--- src/rtl/ro_deserializer.sv ---
// Readout-bus deserializer: collects four 2-bit slots framed by clk_4 into bytes and queues them in a small FIFO.
// Optional RO_PARITY_EN adds a per-entry even-parity output out_par.
module ro_deserializer #(
  parameter int DEPTH = 4
) (
  input  logic       clk_ext,
  input  logic       rstb,
  input  logic       clk_4,
  input  logic       en,
  input  logic [1:0] bus_in,
  output logic [7:0] out_data,
  output logic       out_valid,
  input  logic       out_ready,
  output logic       ovf,
  input  logic       ovf_clr,
  output logic       sync_err
`ifdef RO_PARITY_EN
  ,
  output logic       out_par
`endif
);

  localparam int AW = (DEPTH > 1) ? $clog2(DEPTH) : 1;

  logic             clk_4_d_reg;
  logic [1:0]       slot_reg;
  logic             aligned_reg;
  logic [5:0]       part_reg;
  logic [AW:0]      wptr_reg;
  logic [AW:0]      rptr_reg;
  logic             ovf_reg;
  logic             sync_err_reg;
  logic [7:0]       mem [DEPTH];

  logic             sync;
  logic             frame_done;
  logic [7:0]       frame;
  logic             full;
  logic             not_empty;
  logic             pop;
  logic             push_ok;
  logic             drop;

  assign sync       = clk_4 & ~clk_4_d_reg;
  // Slot 3 completes the frame only on a non-sync cycle; a sync always restarts at slot 0.
  assign frame_done = en & ~sync & aligned_reg & (slot_reg == 2'd3);
  assign frame      = {bus_in, part_reg};

  assign not_empty  = (wptr_reg != rptr_reg);
  assign full       = (wptr_reg[AW] != rptr_reg[AW]) &&
                      (wptr_reg[AW-1:0] == rptr_reg[AW-1:0]);
  assign pop        = not_empty & out_ready;
  assign push_ok    = frame_done & (~full | pop);
  assign drop       = frame_done & full & ~pop;

  // Framing state: slot counter, alignment and partial-frame slots 0..2.
  always_ff @(posedge clk_ext or negedge rstb) begin
    if (!rstb) begin
      clk_4_d_reg  <= 1'b0;
      slot_reg     <= 2'd0;
      aligned_reg  <= 1'b0;
      part_reg     <= 6'd0;
      sync_err_reg <= 1'b0;
    end else begin
      clk_4_d_reg  <= clk_4;
      sync_err_reg <= 1'b0;
      if (!en) begin
        aligned_reg <= 1'b0;
        slot_reg    <= 2'd0;
      end else if (sync) begin
        sync_err_reg  <= aligned_reg & (slot_reg != 2'd0);
        aligned_reg   <= 1'b1;
        part_reg[1:0] <= bus_in;
        slot_reg      <= 2'd1;
      end else if (aligned_reg) begin
        case (slot_reg)
          2'd0:    part_reg[1:0] <= bus_in;
          2'd1:    part_reg[3:2] <= bus_in;
          2'd2:    part_reg[5:4] <= bus_in;
          default: ;
        endcase
        slot_reg <= slot_reg + 2'd1;
      end
    end
  end

  // FIFO pointers and sticky overflow; a drop takes precedence over ovf_clr.
  always_ff @(posedge clk_ext or negedge rstb) begin
    if (!rstb) begin
      wptr_reg <= '0;
      rptr_reg <= '0;
      ovf_reg  <= 1'b0;
    end else begin
      if (push_ok) wptr_reg <= wptr_reg + (AW+1)'(1);
      if (pop)     rptr_reg <= rptr_reg + (AW+1)'(1);
      if (drop)         ovf_reg <= 1'b1;
      else if (ovf_clr) ovf_reg <= 1'b0;
    end
  end

  always_ff @(posedge clk_ext) begin
    if (push_ok) mem[wptr_reg[AW-1:0]] <= frame;
  end

  assign out_valid = not_empty;
  assign out_data  = not_empty ? mem[rptr_reg[AW-1:0]] : 8'h00;
  assign ovf       = ovf_reg;
  assign sync_err  = sync_err_reg;

`ifdef RO_PARITY_EN
  logic par_mem [DEPTH];

  always_ff @(posedge clk_ext) begin
    if (push_ok) par_mem[wptr_reg[AW-1:0]] <= ^frame;
  end

  assign out_par = not_empty ? par_mem[rptr_reg[AW-1:0]] : 1'b0;
`endif

endmodule
--- config.mk ---
export PLATFORM = sky130hd
export DESIGN_NAME = ro_deserializer
export DESIGN_NICKNAME = d
export VERILOG_FILES = /design/src/rtl/ro_deserializer.sv
export SDC_FILE = /design/constraint.sdc
export NUM_CORES = 1
export LEC_CHECK = 0
export CAP_MARGIN = 20
export CORE_ASPECT_RATIO = 0.5
export CORE_MARGIN = 5
export CORE_UTILIZATION = 61
export DETAILED_ROUTE_END_ITERATION = 16
export PLACE_DENSITY = 0.86
export SYNTH_ARGS = -nofsm -noshare
export SYNTH_HDL_FRONTEND = slang
export SYNTH_SLANG_ARGS = --single-unit
--- constraint.sdc ---
create_clock -name clk_ext -period 4.7 [get_ports clk_ext]
set_input_delay 0.705 -clock clk_ext [delete_from_list [all_inputs] [get_ports clk_ext]]
set_output_delay 0.705 -clock clk_ext [all_outputs]
set_load 0.01 [all_outputs]
# [Yosys cells after proc, flatten, opt, wreduce, memory -nomap -nowiden]
# Memories as Yosys holds them, arrays and structs flattened.
# Index checks and enable logic that the tools add are counted.
[word_totals] register_bits=18 inputBits=8 ram_bits=32 mem_count=1 elab_cells=60
[memory_table] memory="mem" depth=4 word_bits=8 read_ports=1 rd_clocked_by_memory_dff=0 wr=1 line="33" source="logic [7:0] mem [DEPTH];"
[op_classes] n_bitwise=14 mux=15 reduce_logical=9 add_sub_neg=3 eq_ne=8
[op_table] op="$mux W2" n=6
[op_table] op="$and A1 B1 Y1" n=9
[op_table] op="$mux W1" n=8
[op_table] op="$mux W8" n=1
[op_table] op="$reduce_and A4 Y1" n=2
[op_table] op="$reduce_bool A2 Y1" n=4
[op_table] op="$add A3 B1 Y3 const B" n=2
[op_table] op="$eq A2 B2 Y1 const B" n=2
[op_table] op="$not A1 Y1" n=4
[op_table] op="$ne A3 B1 Y1 const B" n=1
[op_table] op="$ne A3 B3 Y1" n=1
[op_table] op="$reduce_and A3 Y1" n=1
[op_table] op="$add A2 B1 Y2 const B" n=1
[op_table] op="$eq A2 B1 Y1 const B" n=1
[op_table] op="$eq A2 B2 Y1" n=1
[op_table] op="$logic_not A2 Y1" n=1
[op_table] op="$ne A2 B1 Y1 const B" n=1
[op_table] op="$logic_and A1 B1 Y1" n=1
[op_table] op="$ne A1 B1 Y1" n=1
[op_table] op="$or A1 B1 Y1" n=1

# [Longest topological paths before layout]
[logic_depth] depth_word=9 mapped_depth=6 ltp_nobuf=6

# [Worst setup path before layout]
# No wires, ideal clock.
[synth_path] path_type="register to output" start="register rptr_reg[0]" end="output port out_data[0]" required_time_ps=3995 slack_ps=2785 n_path_buf=1 path_stages_with_launch=4 arrival_time_ps=1210 cell_sequence="dfrtp_1 buf_6 mux4_1 and2_1"
[synth_between] elab_chain_len=2 elab_cells_between_ends=3
[synth_lines] item="start, declared" line="30" source="logic [AW:0] rptr_reg;"
[synth_lines] item="start signal, assigned" line="95" source="if (pop) rptr_reg <= rptr_reg + (AW+1)'(1);"
[synth_lines] item="$mem_v2 Z4 W8 or $ne A3 B3 Y1 (tied branches)"
[synth_lines] item="$mux W8 (*)" line="106" source="assign out_data = not_empty ? mem[rptr_reg[AW-1:0]] : 8'h00;"
[synth_lines] item="end, declared" line="11" source="output logic [7:0] out_data,"
# Every way passes the cells marked *; elsewhere a longest branch is shown, timed or not.

# [Worst setup path after layout]
[layout_path] start="register rptr_reg[0]" end="output port out_data[7]"
# The elaborated chain is that of the path after synthesis.

==> metrics <==
status finished clean; initial drt markers 47; area of the die 4919 um^2; Vias 1066; GRT Util Overall 0.1635; Die Y-Extent 52.16 um; # port buffers 18; Num CTS Buffers 5; pwr/cell area 455.9 nW/um^2; Max-cap violations 0; Setup crit start kind flop; drt pass-1 iters 4; leakage 0.9490 nW; CTS sink count 50; post-synth top area share 0.4432; Tcrit/Tclk final 0.6385; most common cell after layout, fill and taps aside edfxtp_1; Via density 5.330; antenna violations before repair 0; Worst setup EP type output port; Peak VDD IR 0.1531 mV; cells along the critical path mux4_1 > and2_1 > clkdlybuf4s50_1; clock root buffer clkbuf_8; Area growth syn-to-layout 14.08%; CTS tree yes; Synth area leaders edfxtp_1 44%, dfrtp_1 21%, mux4_1 9.7%; crit path max fanout 11; antenna viol nets, final 0; Synth warnings 0; largest net degree at the start of global routing 19; final worst setup slack 1.699 ns; first-pass GRT wire length 5761 um; crit path kind reg2out; mapped cell area 2168 um^2; Core ar. 3435 um^2; Tightest Pin Transition 0.8468 ns; number of distinct library cells after synthesis 28; Initial Utilization 0.6313; final setup fails 0; Bufs on Longest Clock Path 2; synthesized flop and latch total 50; DRC violations left 0; Critical Path RT 3.99 ns; Setup Fix Bufs, Post-CTS 0; placed cells 192; setup TNS 0 ns; total global routing overflow 0; clk_skew 0.01116 ns; CP max stage delay 0.71 ns; worst endpoint data arrival time 2.30 ns; nets@finish 165; number of global-route vias before repair 1109; share of cells above drive strength 1 0.1141; synthesized net count 144; crit path time final 3.001 ns; pre-CTS setup slack 2.029 ns; Yosys top cell by area edfxtp_1; Routability Congestion 0.7159; Routed Wire Length 3420 um; H-tree depth 2; CTS Hold Buffers Added 0; max reg flops 32; Reg clk slew, reported paths 0.09 ns; row count 15; die width 94.32 um; Slew headroom 0.4337; Resize count post-CTS 0; I/O pins 19; ANT cells 0; synthesized instance count 127; fmax 0.3332 GHz; sequential area share after synthesis 0.6509; Hold Crit Class reg2reg; total power 1.128 mW; CP max-delay cell dfrtp_1; routed len/inst 17.10 um; post-synthesis average cell area 17.07 um^2; Detail Placement HPWL 2433 um; setup repair after global routing missed its margin false; Hold Vio Cnt, Final 0; Layout Cells excl Fill 200; Final Max Slew Viols 0; clk_lat worst skew 0.29 ns; most frequent cells in the layout 32 x edfxtp_1, 18 x dfrtp_1, 18 x clkdlybuf4s50_1
[worst max-delay path: cells and delay by family, from the launching register on]
family	cells	cell delay, ns
mux	1	0.65
flops	1	0.71
simple gates	1	0.17
buf+inv	1	0.47
[per-stage QoR]
step                      cell area, um^2  utilization  hold slack [ns]
final                                2474       0.7202           0.5016
after CTS                            2474       0.7202           0.5062
after global routing                 2474       0.7202           0.5207
after global placement               2384       0.6940           0.4766
after floorplan                      2168            -           0.4094
after detailed placement             2384       0.6940           0.4957
[path summary, 6_finish.rpt]
kind | depth (start not counted) | end | slack (ns) | startpoint
worst max-delay path | 3 | out_data[7] | 1.70 | rptr_reg[0]$_DFFE_PN0P_
worst min-delay path | 1 | wptr_reg[2]$_DFFE_PN0P_ | 0.50 | wptr_reg[2]$_DFFE_PN0P_
worst max register to register | 4 | mem[0][7]$_DFFE_PP_ | 2.66 | rptr_reg[0]$_DFFE_PN0P_
worst min register to register | 1 | wptr_reg[2]$_DFFE_PN0P_ | 0.50 | wptr_reg[2]$_DFFE_PN0P_
max in group asynchronous | 1 | part_reg[2]$_DFFE_PN0P_ | 3.28 | rstb
min in group asynchronous | 1 | rptr_reg[1]$_DFFE_PN0P_ | 0.89 | rstb
[metal layers]
layer,global-route usage,vias to the layer above,wire [um]
met5,0,-,0
met4,0.05036,0,29
met3,0.03613,5,131
met2,0.2758,22,1641
met1,0.2156,533,1618
li1,-,506,-
[layout make-up]
cell class              count  area (um^2)
multi-input cells          67        705.7
flip-flops and latches     50         1411
well taps                  51        63.81
inverters                   6        22.52
clock inverters             2        7.507
repair buffers             18        180.2
clock buffers               6        82.58
fillers                   214        960.9
[synthesized netlist by cell type (all sizes together)]
| cell | number |
|---|---|
| mux2i | 1 |
| nand2b | 1 |
| edfxtp | 32 |
| and3 | 1 |
| nand3b | 1 |
| mux2 | 8 |
| ha | 9 |
| nor2b | 1 |
| xnor2 | 5 |
| nand4 | 1 |
| and2 | 11 |
| nand3 | 1 |
| o21ai | 1 |
| mux4 | 8 |
| xor2 | 3 |
| and4b | 1 |
| a21boi | 2 |
| nor3b | 1 |
| nand2 | 8 |
| nor2 | 2 |
| buf | 4 |
| nor3 | 1 |
| inv | 6 |
| dfrtp | 18 |
[report_power, final]
part | internal, mW | total (mW) | switching, mW
registers | 0.508 | 0.570 | 0.0620
clock network | 0.116 | 0.244 | 0.128
logic | 0.204 | 0.315 | 0.111
[logic make-up after synthesis]
group           synth area share
buf+inv                  0.02366
flops                     0.6509
xor+xnor                 0.03232
fa+ha+maj                0.05193
compound gates          0.009228
simple gates             0.08714
mux                       0.1448
No activity file was read; power rests on OpenSTA's default activity.
